## config.mk

```make
export PLATFORM = sky130hd
export DESIGN_NAME = hazard_int_ctrl
export DESIGN_NICKNAME = d
export VERILOG_FILES = /design/src/rtl/hazard_int_ctrl_pkg.sv /design/src/rtl/hazard_int_ctrl_irq_pending.sv /design/src/rtl/hazard_int_ctrl.sv
export SDC_FILE = /design/constraint.sdc
export NUM_CORES = 1
export LEC_CHECK = 0
export ABC_AREA = 0
export BUFFER_PORTS_ARGS = -buffer_cell sky130_fd_sc_hd__buf_4
export CAP_MARGIN = 20
export CORE_ASPECT_RATIO = 1.4
export CORE_MARGIN = 2
export CORE_UTILIZATION = 40
export CTS_BUF_LIST = sky130_fd_sc_hd__clkbuf_4
export CTS_CLUSTER_SIZE = 16
export DETAILED_ROUTE_END_ITERATION = 8
export PLACE_DENSITY = 0.89
export SETUP_SLACK_MARGIN = 0.15
export SLEW_MARGIN = 5
export SYNTH_ARGS = -nofsm -noshare
export SYNTH_HDL_FRONTEND = slang
export SYNTH_SLANG_ARGS = --single-unit
export TNS_END_PERCENT = 50
```

## constraint.sdc

```tcl
create_clock -name clk -period 3.8 [get_ports clk]
set_clock_uncertainty 0.2 [all_clocks]
set_input_delay 0.76 -clock clk [delete_from_list [all_inputs] [get_ports clk]]
set_output_delay 0.76 -clock clk [all_outputs]
set_load 0.01 [all_outputs]
```

## src/rtl/hazard_int_ctrl_pkg.sv

```systemverilog
// Shared definitions for the hazard/interrupt sequencer: next-PC selects,
// FSM encoding and interrupt geometry.
package hazard_int_ctrl_pkg;

    localparam int          NUM_IRQ      = 3;
    localparam int          IRQ_IDX_W    = 2;
    localparam logic [31:0] DEF_VEC_BASE = 32'h0000_0100;

    localparam logic [1:0] PCSEL_SEQ = 2'd0;
    localparam logic [1:0] PCSEL_BR  = 2'd1;
    localparam logic [1:0] PCSEL_VEC = 2'd2;
    localparam logic [1:0] PCSEL_EPC = 2'd3;

    typedef enum logic [1:0] {
        ST_RUN     = 2'd0,
        ST_ENTER   = 2'd1,
        ST_SERVICE = 2'd2,
        ST_RETURN  = 2'd3
    } state_e;

    // Handler n lives four words above handler n-1.
    function automatic logic [31:0] vec_addr(input logic [31:0]          base,
                                             input logic [IRQ_IDX_W-1:0] idx);
        return base + {{(30-IRQ_IDX_W){1'b0}}, idx, 2'b00};
    endfunction

endpackage

```

## src/rtl/hazard_int_ctrl_irq_pending.sv

```systemverilog
// Edge-detects the level irq lines into a pending latch and picks the
// lowest pending index.
module hazard_int_ctrl_irq_pending
    import hazard_int_ctrl_pkg::*;
(
    input  logic                 clk,
    input  logic                 rst_n,
    input  logic [NUM_IRQ-1:0]   irq,
    input  logic [NUM_IRQ-1:0]   irq_ack,
    output logic                 any_pend,
    output logic [IRQ_IDX_W-1:0] pend_idx
);

    logic [NUM_IRQ-1:0] irq_prev_q, irq_prev_d;
    logic [NUM_IRQ-1:0] pend_q, pend_d;
    logic [NUM_IRQ-1:0] rise;

    always_comb begin
        rise       = irq & ~irq_prev_q;
        irq_prev_d = irq;
        // A new edge wins over an acknowledge landing in the same cycle.
        pend_d     = (pend_q & ~irq_ack) | rise;
        // Counting this cycle's edge lets entry coincide with the pend latch.
        any_pend   = |(pend_q | rise);
    end

    always_comb begin
        pend_idx = '0;
        for (int i = NUM_IRQ - 1; i >= 0; i--) begin
            if (pend_q[i]) pend_idx = IRQ_IDX_W'(i);
        end
    end

    always_ff @(posedge clk or negedge rst_n) begin
        if (!rst_n) begin
            irq_prev_q <= '0;
            pend_q     <= '0;
        end else begin
            irq_prev_q <= irq_prev_d;
            pend_q     <= pend_d;
        end
    end

endmodule

```

## src/rtl/hazard_int_ctrl.sv

```systemverilog
// Load-use stall, branch redirect and single-level interrupt entry/return
// sequencing for the 5-stage core.
module hazard_int_ctrl
    import hazard_int_ctrl_pkg::*;
#(
    parameter logic [31:0] VEC_BASE = DEF_VEC_BASE
) (
    input  logic                 clk,
    input  logic                 rst_n,
    input  logic [4:0]           id_ra,
    input  logic [4:0]           id_rb,
    input  logic                 id_uses_ra,
    input  logic                 id_uses_rb,
    input  logic                 id_valid,
    input  logic [31:0]          id_pc,
    input  logic                 id_eret,
    input  logic [4:0]           ex_dst,
    input  logic                 ex_regwrite,
    input  logic                 ex_memtoreg,
    input  logic                 ex_redirect,
    input  logic [NUM_IRQ-1:0]   irq,
    input  logic                 irq_en,
    output logic                 stall,
    output logic                 flush_ifid,
    output logic                 flush_idex,
    output logic [1:0]           pc_sel,
    output logic [31:0]          vector,
    output logic [31:0]          epc,
    output logic [IRQ_IDX_W-1:0] cause,
    output logic                 int_active,
    output logic [NUM_IRQ-1:0]   irq_ack,
    output state_e               state_dbg
);

    state_e               state_q, state_d;
    logic [31:0]          epc_q, epc_d;
    logic [IRQ_IDX_W-1:0] cause_q, cause_d;
    logic                 any_pend;
    logic [IRQ_IDX_W-1:0] pend_idx;
    logic                 lu;

    hazard_int_ctrl_irq_pending u_irq_pending (
        .clk      (clk),
        .rst_n    (rst_n),
        .irq      (irq),
        .irq_ack  (irq_ack),
        .any_pend (any_pend),
        .pend_idx (pend_idx)
    );

    // The MEM-stage load result cannot be forwarded, so a dependent ID op waits.
    assign lu = ex_regwrite & ex_memtoreg & (ex_dst != 5'd0) &
                ((id_uses_ra & (id_ra == ex_dst)) | (id_uses_rb & (id_rb == ex_dst)));

    always_comb begin
        state_d    = state_q;
        epc_d      = epc_q;
        cause_d    = cause_q;
        stall      = 1'b0;
        flush_ifid = 1'b0;
        flush_idex = 1'b0;
        pc_sel     = PCSEL_SEQ;
        int_active = 1'b0;
        irq_ack    = '0;
        vector     = vec_addr(VEC_BASE, cause_q);

        unique case (state_q)
            ST_RUN, ST_SERVICE: begin
                if (ex_redirect) begin
                    pc_sel     = PCSEL_BR;
                    flush_ifid = 1'b1;
                    flush_idex = 1'b1;
                end else if (lu) begin
                    stall      = 1'b1;
                    flush_idex = 1'b1;
                end
                if (state_q == ST_RUN) begin
                    if (irq_en && any_pend && id_valid && !lu && !ex_redirect)
                        state_d = ST_ENTER;
                end else begin
                    int_active = 1'b1;
                    if (id_eret && !lu && !ex_redirect) state_d = ST_RETURN;
                end
            end
            ST_ENTER: begin
                // The ID instruction is flushed and replayed from epc on return.
                epc_d      = id_pc;
                cause_d    = pend_idx;
                irq_ack    = {{(NUM_IRQ-1){1'b0}}, 1'b1} << pend_idx;
                vector     = vec_addr(VEC_BASE, pend_idx);
                pc_sel     = PCSEL_VEC;
                flush_ifid = 1'b1;
                flush_idex = 1'b1;
                state_d    = ST_SERVICE;
            end
            ST_RETURN: begin
                pc_sel     = PCSEL_EPC;
                flush_ifid = 1'b1;
                int_active = 1'b1;
                state_d    = ST_RUN;
            end
            default: state_d = ST_RUN;
        endcase
    end

    always_ff @(posedge clk or negedge rst_n) begin
        if (!rst_n) begin
            state_q <= ST_RUN;
            epc_q   <= '0;
            cause_q <= '0;
        end else begin
            state_q <= state_d;
            epc_q   <= epc_d;
            cause_q <= cause_d;
        end
    end

    assign epc       = epc_q;
    assign cause     = cause_q;
    assign state_dbg = state_q;

endmodule

```

======== After elaboration in Yosys (flattened, before gate mapping) ========
Index checks and enable logic that the tools add are counted.
cells by class
  multiplexer cells ....................... 20
  reduce and logical (&&, ||, !) cells .... 14
  bitwise gates (word level) .............. 12
  $add $sub $neg .......................... 2
  shifts and indexed selects .............. 1
  eq/ne operators ......................... 7
operator list
  kind                                                                number
  9-bit by 4-bit adder with 10-bit output (first input constant)      2
  2-bit two-way mux                                                   6
  2-bit one-hot mux with 3 select lines                               2
  5-bit == test                                                       2
  10-bit two-way mux                                                  1
  1-bit two-way mux                                                   7
  3-bit AND                                                           2
  1-bit logical AND                                                   6
  3-bit inequality test (second input constant)                       2
  3-bit NOT                                                           2
  3-bit bitwise OR                                                    2
  1-bit one-hot mux with 2 select lines                               3
  1-bit AND                                                           5
  5-bit nonzero test                                                  1
  2-bit == test (second input constant)                               2
  2-bit OR reduction                                                  2
  3-bit two-way mux                                                   1
  3-bit OR reduction                                                  1
  1-bit by 2-bit << shifter with 3-bit output (first input constant)  1
  2-bit by 1-bit == test with 1-bit output (second input constant)    1
  1-bit zero test                                                     2
  2-bit zero test                                                     1
  2-bit AND reduction                                                 1
  1-bit bitwise OR                                                    1
storage, ports and cells
  bits in registers ....................... 42
  output and inout port bits .............. 77
  bits of input ports ..................... 60
  logic and storage cells ................. 61

======== Longest topological paths before layout ========
  depth after elaboration ................. 11
  gate-level depth with buffers ........... 6
  depth with buffers taken out ............ 6

======== Hierarchy ========
Synthesis repeated with hierarchy kept, for this count alone.
unflattened totals
  cells, all modules ...................... 174
  area, all modules ....................... 2120.8 um^2
by module, submodules not included
  module                       area each (um^2)  cells an instance  instances
  hazard_int_ctrl              1900.6            155                1
  hazard_int_ctrl_irq_pending  220.2             19                 1

======== Worst setup path before layout ========
OpenSTA, ideal clock, no wires.
  kind .................................... register to output
  from .................................... register state_q[1], in the netlist state_dbg[1]
  to ...................................... output vector[3]
  slack ................................... 1146 ps
  arrival ................................. 1694 ps
  stages on the path, launching flop included .. 7
  path through ............................ dfrtp_1 > inv_1 > ha_1 > clkbuf_1 > nand2_1 > nor3b_1 > a21o_1
on the way
  cells in the longest elaborated chain, start to end .. 2
ends and longest elaborated chain
  what                                      line                    source
  start, declared                           hazard_int_ctrl.sv:35   state_e state_q, state_d;
  start signal, assigned                    hazard_int_ctrl.sv:112  state_q <= state_d;
  2-bit by 1-bit == test with 1-bit output  hazard_int_ctrl.sv:67   unique case (state_q)
  10-bit two-way mux                        hazard_int_ctrl.sv:67
  end, declared                             hazard_int_ctrl.sv:27   output logic [31:0] vector,
Every way passes these cells.

======== Final worst setup path ========
Same ends and word-level chain as after synthesis.

==> flow_summary.json <==
{
  "status": "completed",
  "hold_viol_final": 0,
  "drv_cap": 0,
  "yosysTopAreaCellShare_pct": 50.5,
  "crit_family": "flip-flops",
  "synthFlopType": "dfrtp_1",
  "seqPwrFrac_pct": 35.4,
  "finalSetupViolCount": 0,
  "via_count": 1534,
  "dpl_cell_area_sq_um": 2840,
  "min_period_ns": 3.02,
  "port_buffers": 106,
  "path_class": "reg -> out",
  "power.switching_mw": 0.774,
  "switching_share_pct": 34.7,
  "dr.pass1.iters": 2,
  "clk_path_buf_depth": 2,
  "worst_setup_path_end_kind": "output port",
  "path_depth": 7,
  "worstReg2RegEnd": "state_dbg[1]$_DFFE_PN0P_",
  "dp_hpwl_mm": 3.47,
  "tightest_slew_ns": 0.522,
  "holdWs_ns": 0.165,
  "p_comb_share_pct": 51.0,
  "crit_slowest_cell": "dfrtp_1",
  "fmax_ghz": 0.331,
  "crit_buf_inv": 3,
  "critPathLaunchType": "register",
  "p_int_mw": 1.46,
  "layout-drive-gt1-share_pct": 54.4,
  "first_iter_violations": 17,
  "synth.distinct_cells": 30,
  "max_stage_delay_ns": 0.48,
  "ys_top_cells_by_count": "dfrtp_1, mux2_2, buf_4",
  "post_synth.cell_area_avg_sq_um": 12.2,
  "fin_nets": 344,
  "reg2reg_depth": 6,
  "path_clk_slew_ns": 0.14,
  "synth.most_common_cell": "dfrtp_1",
  "postLayoutCoreUtil_pct": 57.6,
  "hold_class": "in -> async",
  "place_congestion": 0.707,
  "postSynth.asyncResetShare_pct": 100,
  "cts_buffers": 5,
  "antennaDiodeCount": 0,
  "grt_pass1_vias": 1489,
  "worstPathMaxFanout": 19,
  "rows": 31,
  "drt_wl_total_mm": 4.35,
  "period_share_pct": 79.5,
  "synth_area_leaders": "dfrtp_1, mux2_2, buf_4",
  "hold_buffers": 0,
  "final_max_slew_viol_count": 0,
  "post-place-ws_ns": 0.870,
  "cts_resized": 0,
  "ys_ff_latch": 42,
  "synth_top_cell_by_area": "dfrtp_1",
  "worstReg2RegStart": "state_dbg[0]$_DFFE_PN0P_",
  "die_x_microns": 65.0,
  "postRouteAntennaNets": 0,
  "p_leak_nw": 1.45,
  "finalWorstSetupSlack_ns": 0.780,
  "vias_per_cell": 4.42,
  "netlist_area_sq_um": 2080,
  "seq_area_frac_synth_pct": 50.5,
  "wl_per_cell_microns": 12.5,
  "drc": 0,
  "power_density_nw_per_um2": 763,
  "crit_top_cell": "buf_4",
  "cts_setup_buffers": 0,
  "synth-edff-count": 0,
  "track_usage_pct": 14.6,
  "syn_inst": 171,
  "cp_data_required_time_ns": 2.84,
  "h-tree-depth": 2,
  "finalInstanceArea_sq_um": 2930,
  "endpoint": "vector[3]",
  "grt_first_pass_wirelength_mm": 6.60,
  "peakVddDrop_uv": 537,
  "slew_headroom_pct": 65.2,
  "crit_chain": "inv_1 -> ha_1 -> buf_4 -> nand2_1 -> nor3b_1 -> a21o_1 -> buf_4",
  "r2r_setup_slack_ns": 1.87,
  "yosysWarnings": 0,
  "die_area_sq_um": 5810,
  "start_util_pct": 41.0,
  "cts_tree": "built",
  "antenna_found_initial": 0,
  "grt.overflow.total": 0,
  "cp-startpoint": "state_dbg[1]$_DFFE_PN0P_",
  "grt_max_degree": 43,
  "p_clk_share_pct": 13.6,
  "clk_latency_ns": 0.35,
  "rsz0062_at_grt": "no",
  "syn_to_final_growth_pct": 40.6,
  "die_h_microns": 89.4,
  "coreArea_sq_um": 5080,
  "io-pin-count": 137,
  "cts_root_buf": "clkbuf_4",
  "cts_num_sinks": 42,
  "arrival_ns": 2.06,
  "timing.setup.tns_ns": 0
}
-- cell type report --
class	count	area (sq um)
sequential	42	1050
clock buffer	5	37.5
fill	442	2150
timing repair buffer	108	811
clock inverter	3	48.8
tap	66	82.6
inverter	4	15.0
multi-input combinational	119	881
-- cell usage in the layout, fill, tap and decap left out, types with 2 or more instances in the layout --
cell type  Yosys  routed
nor3_1         2       2
nand2b_1       5       5
inv_1          4       4
buf_4         30     108
dfrtp_1       42      42
conb_1         2      30
nor2_1         8       8
nand4_1        3       3
mux2_2        33      33
nand2_1        6       6
clkbuf_4       0       5
xnor2_1       10      10
a21o_1         2       2
o21ai_0        2       2
ha_1           4       4
-- sequential cells by signal, summed over array words and instances, names as in the netlist --
register,cells
epc,32
u_irq_pending.irq_prev_q,3
u_irq_pending.pend_q,3
cause,2
state_dbg,2
-- worst register-to-register path: stages, from the launching register on --
cell	delay (ns)
dfrtp_1	0.48
inv_1	0.14
ha_1	0.20
and4b_1	0.26
a21oi_4	0.07
a21oi_2	0.15
mux2_1	0.33
-- kinds of logic (layout without fill, tap and decap cells) --
group	after synthesis	after routing	share of synthesized area, %
adder cells (fa/ha/maj)	4	4	2.40
AO/OA/AOI/OAI	10	10	3.91
flip-flops	42	42	50.5
AND/OR/NAND/NOR	30	30	7.51
multiplexers	35	35	18.9
other	2	30	0.361
XOR/XNOR	10	10	4.21
buffers and inverters	38	120	12.3
-- power groups by stage --
| stage | Sequential, mW | Combinational (mW) | Clock (mW) |
|---|---|---|---|
| final | 0.790 | 1.14 | 0.303 |
| after detailed placement | 0.802 | 1.16 | 0 |
| after global placement | 0.788 | 1.14 | 0 |
| after floorplan | 0.878 | 0.544 | 0 |
| after CTS | 0.792 | 1.16 | 0.318 |
| after global routing | 0.821 | 1.25 | 0.329 |
-- metrics by stage --
step           instances  power (mW)
2_1_floorplan        199        1.42
3_3_place_gp         339        1.92
3_5_place_dp         339        1.96
4_1_cts              347        2.27
5_1_grt              347        2.40
6_report             347        2.23
-- worst min path at each step --
stage / to / slack, ns / cells after the start
detailed placement: epc[21]$_DFFE_PN0P_ / 0.30 / 1
global route: epc[31]$_DFFE_PN0P_ / 0.18 / 1
global placement: cause[0]$_DFFE_PN0P_ / 0.29 / 1
floorplan: cause[0]$_DFFE_PN0P_ / 0.26 / 0
finish: epc[31]$_DFFE_PN0P_ / 0.17 / 1
CTS: epc[31]$_DFFE_PN0P_ / 0.16 / 1
-- routing by layer --
metal / GRT usage (%) / wire length, microns / vias up
met2: 26.9 / 2260 / 84
li1: - / - / 730
met1: 15.0 / 1570 / 714
met4: 5.80 / 61 / 0
met3: 5.42 / 457 / 6
met5: 0 / 0 / -
Power figures use the tool's default switching activity.
